===== src/rtl/k12a_mem_arbiter_pkg.sv =====
// Shared types and widths for the k12a data-memory arbiter.
package k12a_mem_arbiter_pkg;

  localparam int DATA_W = 8;
  localparam int ADDR_W = 16;
  localparam int CNT_W  = 8;

  // Direction of a memory access, shared with the k12a core.
  typedef enum logic {
    MEM_MODE_READ  = 1'b0,
    MEM_MODE_WRITE = 1'b1
  } mem_mode_t;

  // Which master drives the memory port in the current cycle.
  typedef enum logic {
    OWNER_CPU = 1'b0,
    OWNER_DMA = 1'b1
  } mem_owner_t;

  // Terminal count for a limit given as a cycle count (limit 1 -> terminal 0).
  function automatic logic [CNT_W-1:0] last_count(input int unsigned limit);
    return CNT_W'(limit - 1);
  endfunction

endpackage


===== src/rtl/k12a_mem_arbiter_if.sv =====
// Bundle of the CPU, DMA and memory-array buses around the arbiter.
// The slave modport is the arbiter's view; master is the surrounding system.
interface k12a_mem_arbiter_if;
  import k12a_mem_arbiter_pkg::*;

  // CPU datapath side
  logic              cpu_mem_enable;
  mem_mode_t         cpu_mem_mode;
  logic [ADDR_W-1:0] cpu_addr;
  logic [DATA_W-1:0] cpu_wdata;
  logic [DATA_W-1:0] cpu_rdata;
  logic              cpu_stall;

  // DMA / debug requester side
  logic              dma_req;
  logic              dma_we;
  logic [ADDR_W-1:0] dma_addr;
  logic [DATA_W-1:0] dma_wdata;
  logic              dma_gnt;
  logic [DATA_W-1:0] dma_rdata;

  // Memory array side
  logic              mem_enable;
  mem_mode_t         mem_mode;
  logic [ADDR_W-1:0] mem_addr;
  logic [DATA_W-1:0] mem_wdata;
  logic [DATA_W-1:0] mem_rdata;

  modport slave (
    input  cpu_mem_enable, cpu_mem_mode, cpu_addr, cpu_wdata,
    output cpu_rdata, cpu_stall,
    input  dma_req, dma_we, dma_addr, dma_wdata,
    output dma_gnt, dma_rdata,
    output mem_enable, mem_mode, mem_addr, mem_wdata,
    input  mem_rdata
  );

  modport master (
    output cpu_mem_enable, cpu_mem_mode, cpu_addr, cpu_wdata,
    input  cpu_rdata, cpu_stall,
    output dma_req, dma_we, dma_addr, dma_wdata,
    input  dma_gnt, dma_rdata,
    input  mem_enable, mem_mode, mem_addr, mem_wdata,
    output mem_rdata
  );

endinterface


===== src/rtl/k12a_sat_counter.sv =====
// 8-bit up-counter with synchronous clear that stops at a programmable limit.
module k12a_sat_counter
  import k12a_mem_arbiter_pkg::*;
(
  input  logic             clock,
  input  logic             reset,
  input  logic             inc,
  input  logic             clear,
  input  logic [CNT_W-1:0] limit,
  output logic [CNT_W-1:0] count
);

  logic [CNT_W-1:0] count_d;
  logic [CNT_W-1:0] count_q;

  // Next count: clear wins over increment; increment holds once the limit is reached.
  always_comb begin
    count_d = count_q;
    if (clear) begin
      count_d = '0;
    end else if (inc && (count_q < limit)) begin
      count_d = count_q + 1'b1;
    end
  end

  // Count register.
  always_ff @(posedge clock or posedge reset) begin
    if (reset) begin
      count_q <= '0;
    end else begin
      count_q <= count_d;
    end
  end

  assign count = count_q;

endmodule


===== src/rtl/k12a_mem_arbiter.sv =====
// Arbitrates the single k12a data-memory port between the CPU datapath and a
// DMA/debug requester. Ownership is registered and changes only on the clock
// edge; every output is combinational from the owner and the current inputs.
module k12a_mem_arbiter
  import k12a_mem_arbiter_pkg::*;
#(
  parameter int unsigned STARVE_LIMIT  = 8,
  parameter int unsigned MAX_DMA_BURST = 4
) (
  input logic                  clock,
  input logic                  reset,
  k12a_mem_arbiter_if.slave    bus
);

  localparam logic [CNT_W-1:0] WAIT_LAST  = last_count(STARVE_LIMIT);
  localparam logic [CNT_W-1:0] BURST_LAST = last_count(MAX_DMA_BURST);

  mem_owner_t       owner_d;
  mem_owner_t       owner_q;

  logic             wait_inc;
  logic             wait_clr;
  logic             burst_inc;
  logic             burst_clr;
  logic [CNT_W-1:0] wait_cnt;
  logic [CNT_W-1:0] burst_cnt;

  // Cycles a DMA request has been held off while the CPU keeps the port busy.
  k12a_sat_counter u_wait_cnt (
    .clock (clock),
    .reset (reset),
    .inc   (wait_inc),
    .clear (wait_clr),
    .limit (WAIT_LAST),
    .count (wait_cnt)
  );

  // DMA-owned cycles taken back-to-back while the CPU is waiting for memory.
  k12a_sat_counter u_burst_cnt (
    .clock (clock),
    .reset (reset),
    .inc   (burst_inc),
    .clear (burst_clr),
    .limit (BURST_LAST),
    .count (burst_cnt)
  );

  // Owner register; reset hands the port back to the CPU immediately.
  always_ff @(posedge clock or posedge reset) begin
    if (reset) begin
      owner_q <= OWNER_CPU;
    end else begin
      owner_q <= owner_d;
    end
  end

  // Next owner and counter strobes.
  always_comb begin
    owner_d   = owner_q;
    wait_inc  = 1'b0;
    wait_clr  = 1'b0;
    burst_inc = 1'b0;
    burst_clr = 1'b0;
    case (owner_q)
      OWNER_CPU: begin
        // A burst only spans DMA cycles since the last CPU-owned cycle.
        burst_clr = 1'b1;
        if (bus.dma_req && (!bus.cpu_mem_enable || (wait_cnt == WAIT_LAST))) begin
          // Idle CPU slot or starvation limit reached: hand over the port.
          owner_d  = OWNER_DMA;
          wait_clr = 1'b1;
        end else if (bus.dma_req) begin
          wait_inc = 1'b1;
        end else begin
          wait_clr = 1'b1;
        end
      end
      OWNER_DMA: begin
        wait_clr = 1'b1;
        if (!bus.dma_req || (bus.cpu_mem_enable && (burst_cnt == BURST_LAST))) begin
          // Request withdrawn, or the waiting CPU has had to wait long enough.
          owner_d = OWNER_CPU;
        end else if (bus.cpu_mem_enable) begin
          burst_inc = 1'b1;
        end else begin
          // A halted/idle CPU does not consume burst budget.
          burst_clr = 1'b1;
        end
      end
      default: begin
        owner_d = OWNER_CPU;
      end
    endcase
  end

  // Memory port steering, grant and stall.
  always_comb begin
    bus.cpu_rdata  = bus.mem_rdata;
    bus.dma_rdata  = bus.mem_rdata;
    bus.mem_enable = bus.cpu_mem_enable;
    bus.mem_mode   = bus.cpu_mem_mode;
    bus.mem_addr   = bus.cpu_addr;
    bus.mem_wdata  = bus.cpu_wdata;
    bus.dma_gnt    = 1'b0;
    bus.cpu_stall  = 1'b0;
    if (owner_q == OWNER_DMA) begin
      // A grant (and the memory access behind it) needs a live request; a
      // request dropped before its grant must not write stale DMA data.
      bus.mem_enable = bus.dma_req;
      bus.mem_mode   = bus.dma_we ? MEM_MODE_WRITE : MEM_MODE_READ;
      bus.mem_addr   = bus.dma_addr;
      bus.mem_wdata  = bus.dma_wdata;
      bus.dma_gnt    = bus.dma_req;
      bus.cpu_stall  = bus.cpu_mem_enable;
    end
  end

endmodule


===== src/flat_wrapper.sv =====
// flat-port wrapper written by rule: the top's interface ports become plain ports
module k12a_mem_arbiter_flat import k12a_mem_arbiter_pkg::*;
#(
  parameter int unsigned STARVE_LIMIT  = 8,
  parameter int unsigned MAX_DMA_BURST = 4
)
  (clock, reset, bus_cpu_mem_enable, bus_cpu_mem_mode, bus_cpu_addr, bus_cpu_wdata, bus_cpu_rdata, bus_cpu_stall, bus_dma_req, bus_dma_we, bus_dma_addr, bus_dma_wdata, bus_dma_gnt, bus_dma_rdata, bus_mem_enable, bus_mem_mode, bus_mem_addr, bus_mem_wdata, bus_mem_rdata);
  k12a_mem_arbiter_if bus_i ();
  input logic clock;
  input logic reset;
  input wire logic [$bits(bus_i.cpu_mem_enable)-1:0] bus_cpu_mem_enable;
  input wire logic [$bits(bus_i.cpu_mem_mode)-1:0] bus_cpu_mem_mode;
  input wire logic [$bits(bus_i.cpu_addr)-1:0] bus_cpu_addr;
  input wire logic [$bits(bus_i.cpu_wdata)-1:0] bus_cpu_wdata;
  output wire logic [$bits(bus_i.cpu_rdata)-1:0] bus_cpu_rdata;
  output wire logic [$bits(bus_i.cpu_stall)-1:0] bus_cpu_stall;
  input wire logic [$bits(bus_i.dma_req)-1:0] bus_dma_req;
  input wire logic [$bits(bus_i.dma_we)-1:0] bus_dma_we;
  input wire logic [$bits(bus_i.dma_addr)-1:0] bus_dma_addr;
  input wire logic [$bits(bus_i.dma_wdata)-1:0] bus_dma_wdata;
  output wire logic [$bits(bus_i.dma_gnt)-1:0] bus_dma_gnt;
  output wire logic [$bits(bus_i.dma_rdata)-1:0] bus_dma_rdata;
  output wire logic [$bits(bus_i.mem_enable)-1:0] bus_mem_enable;
  output wire logic [$bits(bus_i.mem_mode)-1:0] bus_mem_mode;
  output wire logic [$bits(bus_i.mem_addr)-1:0] bus_mem_addr;
  output wire logic [$bits(bus_i.mem_wdata)-1:0] bus_mem_wdata;
  input wire logic [$bits(bus_i.mem_rdata)-1:0] bus_mem_rdata;
  assign bus_i.cpu_mem_enable = bus_cpu_mem_enable;
  assign bus_i.cpu_mem_mode = bus_cpu_mem_mode;
  assign bus_i.cpu_addr = bus_cpu_addr;
  assign bus_i.cpu_wdata = bus_cpu_wdata;
  assign bus_cpu_rdata = bus_i.cpu_rdata;
  assign bus_cpu_stall = bus_i.cpu_stall;
  assign bus_i.dma_req = bus_dma_req;
  assign bus_i.dma_we = bus_dma_we;
  assign bus_i.dma_addr = bus_dma_addr;
  assign bus_i.dma_wdata = bus_dma_wdata;
  assign bus_dma_gnt = bus_i.dma_gnt;
  assign bus_dma_rdata = bus_i.dma_rdata;
  assign bus_mem_enable = bus_i.mem_enable;
  assign bus_mem_mode = bus_i.mem_mode;
  assign bus_mem_addr = bus_i.mem_addr;
  assign bus_mem_wdata = bus_i.mem_wdata;
  assign bus_i.mem_rdata = bus_mem_rdata;
  k12a_mem_arbiter #(.STARVE_LIMIT(STARVE_LIMIT), .MAX_DMA_BURST(MAX_DMA_BURST)) u_core (.clock(clock), .reset(reset), .bus(bus_i));
endmodule

===== config.mk =====
export PLATFORM = sky130hd
export DESIGN_NAME = k12a_mem_arbiter_flat
export DESIGN_NICKNAME = d
export VERILOG_FILES = /design/src/rtl/k12a_mem_arbiter_pkg.sv /design/src/rtl/k12a_mem_arbiter_if.sv /design/src/rtl/k12a_sat_counter.sv /design/src/rtl/k12a_mem_arbiter.sv /design/src/flat_wrapper.sv
export SDC_FILE = /design/constraint.sdc
export NUM_CORES = 1
export LEC_CHECK = 0
export ABC_CLOCK_PERIOD_IN_PS = 2000
export CORE_AREA = 3 3 79 81
export DETAILED_ROUTE_END_ITERATION = 7
export DIE_AREA = 0 0 82 84
export HOLD_SLACK_MARGIN = 0.03
export PLACE_DENSITY = 0.8
export SYNTH_ARGS = -nofsm -noshare
export SYNTH_HDL_FRONTEND = slang
export SYNTH_HIERARCHICAL = 1
export SYNTH_SLANG_ARGS = --single-unit

===== constraint.sdc =====
create_clock -name clock -period 2 [get_ports clock]
set_input_delay 0.3 -clock clock [delete_from_list [all_inputs] [get_ports clock]]
set_output_delay 0.3 -clock clock [all_outputs]
set_load 0.03 [all_outputs]

* Word level (Yosys, flattened, before mapping) *
Cells that the tools add are included.

cells by class
  magnitude comparators = 2
  equality and inequality tests = 2
  bitwise operators = 1
  add/sub/neg operators = 2
  reductions and logical operators = 10
  multiplexer cells = 26

operators by type and width
  operator                                                                       number
  8-bit two-way mux                                                              5
  1-bit two-way mux                                                              17
  8-bit by 1-bit adder with 8-bit output (second input constant)                 2
  16-bit two-way mux                                                             1
  8-bit by 2-bit equality test with 1-bit output (second input constant)         1
  8-bit by 3-bit equality test with 1-bit output (second input constant)         1
  8-bit by 2-bit less-than comparator with 1-bit output (second input constant)  1
  8-bit by 3-bit less-than comparator with 1-bit output (second input constant)  1
  1-bit case mux with 2 select lines                                             3
  1-bit logical AND                                                              4
  2-bit nonzero test                                                             2
  1-bit logical NOT                                                              2
  1-bit logical OR                                                               2
  1-bit NOT                                                                      1

storage, ports and cells
  input bits = 62
  output and inout port bits = 44
  bits in registers = 17
  logic and storage cells = 46

* Depth between registers and ports, before layout *
  word-level depth = 8
  depth in mapped cells = 10
  gate-level depth less buffers = 9

* Modules after synthesis *
The synthesis kept the hierarchy.

modules (own cells, without submodules)
  module            area an instance (sq um)  instances  cells an instance  sequential area each (sq um)
  k12a_sat_counter  661.9                     2          66                 200.2
  k12a_mem_arbiter  648.1                     1          66                 25.0

* Worst setup path after synthesis *
OpenSTA, ideal clock, no wires.

  path kind = register to register
  start point = reg u_core.u_wait_cnt.count_q[0] (netlist: u_core/u_wait_cnt/count[0])
  end point = reg u_core.u_wait_cnt.count_q[3] (netlist: u_core/u_wait_cnt/count[3])
  cell stages (with the launch flop) = 9
  required time = 1.875 ns
  period minus slack after synthesis = 2.084 ns
  arrival = 1.959 ns
  slack = -0.084 ns
  library setup time = 0.125 ns
  path through = dfrtp_1 and4b_1 a21oi_1 and2_1 nor2b_1 o21ai_2 a21oi_4 and4_4 mux2_4

on the way
  cells in the longest elaborated chain, start to end = 7
  elaborated cells between the ends (all ways) = 13
  those cells by class = add/sub: 1; order compare: 1; eq/ne: 1; mux: 6; reduce/logical: 4

RTL lines
  item                                            line                    RTL
  start: declaration                              k12a_sat_counter.sv:14  logic [CNT_W-1:0] count_q;
  start signal: assignment                        k12a_sat_counter.sv:31  count_q <= count_d;
  8-bit by 3-bit equality test with 1-bit output  k12a_mem_arbiter.sv:68  if (bus.dma_req && (!bus.cpu_mem_enable || (wait_cnt == WAIT_LAST))) begin
  1-bit logical OR                                k12a_mem_arbiter.sv:68
  1-bit logical AND                               k12a_mem_arbiter.sv:68
  1-bit two-way mux                               k12a_mem_arbiter.sv:68
  1-bit two-way mux                               k12a_mem_arbiter.sv:64  case (owner_q)
  net u_core.wait_inc                             k12a_mem_arbiter.sv:21  logic wait_inc;
  1-bit logical AND                               k12a_sat_counter.sv:21  end else if (inc && (count_q < limit)) begin
  2-bit nonzero test (no source line)             n/a

The timed path passes the listed nets, and every way through them passes these cells. The select of a mux whose other input is x is not followed.
A chain may end at the register's enable or synchronous reset.

* Worst setup path after layout *
  start point = reg u_core.u_wait_cnt.count_q[3] (netlist: u_core/u_wait_cnt/count[3])
  end point = reg u_core.u_wait_cnt.count_q[3] (netlist: u_core/u_wait_cnt/count[3])

Same word-level chain as after synthesis.

==> metrics.csv <==
stage,metric,value,unit
synthesis,synthCells,198,
sta,period_needed,1.953,ns
drt,viasPerCell,4.867,
sta,finalSetupTns,0,ns
power_and_ir_drop,p_total,1127,µW
drt,route.detailed.drc,0,
synthesis,yosys-top-cells-count,"inv_1 (25), mux2_4 (21), buf_4 (17), dfrtp_1 (17)",
critical_path,crit_type,reg2reg,
cts,cts_tree,yes,
cts,clockBufferDepth,2,
drt,drt_iter0_drc,81,
sta,finClkSkew,0.002295,ns
floorplanning,num_io_pins,106,
grt,grt_pass1_vias,1753,
floorplanning,die_width,82,µm
drt,dr.pass1.iters,4,
synthesis,yosys_register_bits,17,
critical_path,start_kind,register,
critical_path,worstPathRequired,2.15,ns
drt,vias,1796,
grt,grt_start_max_net_pins,13,
finish,nets,376,
cts,clock-root-buffer,clkbuf_8,
grt,antenna_found_initial,0,
critical_path,cp-end-kind,register,
cts,path_clk_slew,0.07,ns
finish,drive_above_1_share,35.69,%
power_and_ir_drop,power_leakage,0.001400,µW
cts,cts_made_buffers,3,
finish,layout-area-overhead-vs-synth,53.74,%
sta,slew_viol_final,0,
drt,highest_layer,met4,
grt,grt_pass1_wl,8673,µm
finish,seqCellArea,426.7,µm²
synthesis,synth-main-ff-cell,dfrtp_1,
floorplanning,die_y,84,µm
sta,finalHoldViolations,0,
synthesis,netlist_area,0.001972,mm²
flow_run,cap_violations,0,
floorplanning,die_area,0.006888,mm²
synthesis,ys_seq_area_share,21.57,%
synthesis,synth.avg_cell_area,9.959,µm²
cts,cts_sinks,17,
drt,ant_nets,0,
drt,drt-total-wl,5826,µm
finish,utilization,54.72,%
cts,h-tree-depth,1,
placement,port_buffers,81,
synthesis,synth_edf_count,0,
finish,antenna_cells,0,
sta,max_freq,0.5121,GHz
synthesis,async_flop_share,100.0,%
drt,wl_met1,2185,µm
floorplanning,rows,27,
synthesis,yosys-top-cells-area,"dfrtp_1 (22%), mux2_4 (16%), ha_1 (10%), buf_4 (6.5%), inv_1 (4.8%)",
cts,clk_latency,0.26,ns
power_and_ir_drop,powerDensity,371.9,mW/mm²
placement,place_congestion,0.8635,
synthesis,synth.most_common_cell,inv_1,
sta,fin_crit_sh,97.64,%
min_path,min_path_type,in2async,
floorplanning,core_area,0.005540,mm²
finish,fillCellCount,467,
placement,dp.final_hpwl,4781,µm
sta,setup_violations,0,
synthesis,synth_top_area_share,21.57,%
grt,grt.total_usage,16.29,%
drt,met2_length,2870,µm
finish,multi_input_area,0.001436,mm²
power_and_ir_drop,vdd_drop_max,0.2277,mV
critical_path,crit_fanout,4,
outcome,status,finished clean,
drt,wl_met3,642,µm
sta,holdWs,0.2538,ns
critical_path,cp.arrival,2.10,ns
drt,wl_per_cell,15.79,µm
floorplanning,start_util,35.59,%
synthesis,synth_top_area_cell,dfrtp_1,
grt,overflow,0,
synthesis,ys_types,38,
synthesis,yosys_warnings,6,
worst paths after layout:
path / from / cells past startpoint / endpoint / slack [ns]
max: u_core/u_wait_cnt/count[3] / 8 / u_core/u_wait_cnt/count[3] / 0.05
max reg2reg: u_core/u_wait_cnt/count[3] / 8 / u_core/u_wait_cnt/count[3] / 0.05
min reg2reg: u_core/u_burst_cnt/count[7] / 2 / u_core/u_burst_cnt/count[7] / 0.62
min: reset / 2 / u_core/owner_q / 0.25
max in group asynchronous: reset / 2 / u_core/u_wait_cnt/count[4] / 1.32
min in group clock: bus_mem_rdata[7] / 0 / bus_cpu_rdata[7] / 0.60
logic make-up after synthesis:
logic type	after synthesis	synth area share, %
compound gates	32	16.75
xor+xnor	6	2.665
fa+ha+maj	16	10.15
buf+inv	46	12.75
flops	17	21.57
mux	31	21.57
other cells	2	0.3809
simple gates	48	14.15
layout make-up:
cell class / instances / share of cell area [%]
tap: 72 / 2.972
clock buffer: 3 / 1.362
timing repair buffer: 102 / 30.95
sequential: 17 / 14.07
inverter: 25 / 3.095
clock inverter: 1 / 0.1651
multi-input combinational: 149 / 47.38
worst max-delay path, stage by stage (launching register included):
cell,delay (ns)
dfrtp_1,0.41
and4b_1,0.24
a21oi_2,0.13
and2_1,0.15
nor2b_4,0.16
o21ai_4,0.10
a21oi_4,0.14
and4_4,0.22
mux2_4,0.29
placed cells by master (no fill, tap or decap), types with 3 or more instances in the layout:
master           netlist  final
a211oi_1               4      4
a21oi_1                6      5
and2_1                 4      4
buf_12                 0      3
buf_4                 17     44
clkbuf_8               0      3
clkdlybuf4s50_1        0     53
conb_1                 2     16
dfrtp_1               17     16
ha_1                  16     14
inv_1                 25     24
mux2_1                 3      3
mux2_2                 5      5
mux2_4                21     21
nand2_1                7      7
nand2b_1               3      3
nor2_1                16     16
nor2b_1                6      5
o21ai_4                0      3
xnor2_1                6      6
metrics by stage:
stage | instances | cell area (µm²) | setup WS (ns)
after global placement | 364 | 2894 | -0.1465
after global routing | 369 | 3032 | -0.04795
after floorplan | 212 | 2028 | -0.03546
after CTS | 368 | 2947 | 0.004555
after detailed placement | 364 | 2894 | -0.2022
final | 369 | 3032 | 0.04724
repair_timing:
action                                  CTS  global route
hold buffers                              0             0
resized for setup                         3            12
endpoints found under the setup margin    3             9
buffers inserted                          0             1
pin swaps                                 1             9
state kept, by name, summed over array words and instances, names as in the netlist:
name,flops
u_core/u_burst_cnt/count,8
u_core/u_wait_cnt/count,8
u_core/owner_q,1
power by group:
group | internal, µW | switching (µW)
clock network | 139 | 130
logic | 269 | 242
registers | 346 | 1.86
total | 754 | 374
layer usage:
layer	up-vias	GRT usage, %
li1	861	-
met1	837	18.64
met2	90	28.43
met3	8	4.104
met4	0	5.891
met5	-	0
Note: power is estimated with default switching activity, not from simulation.
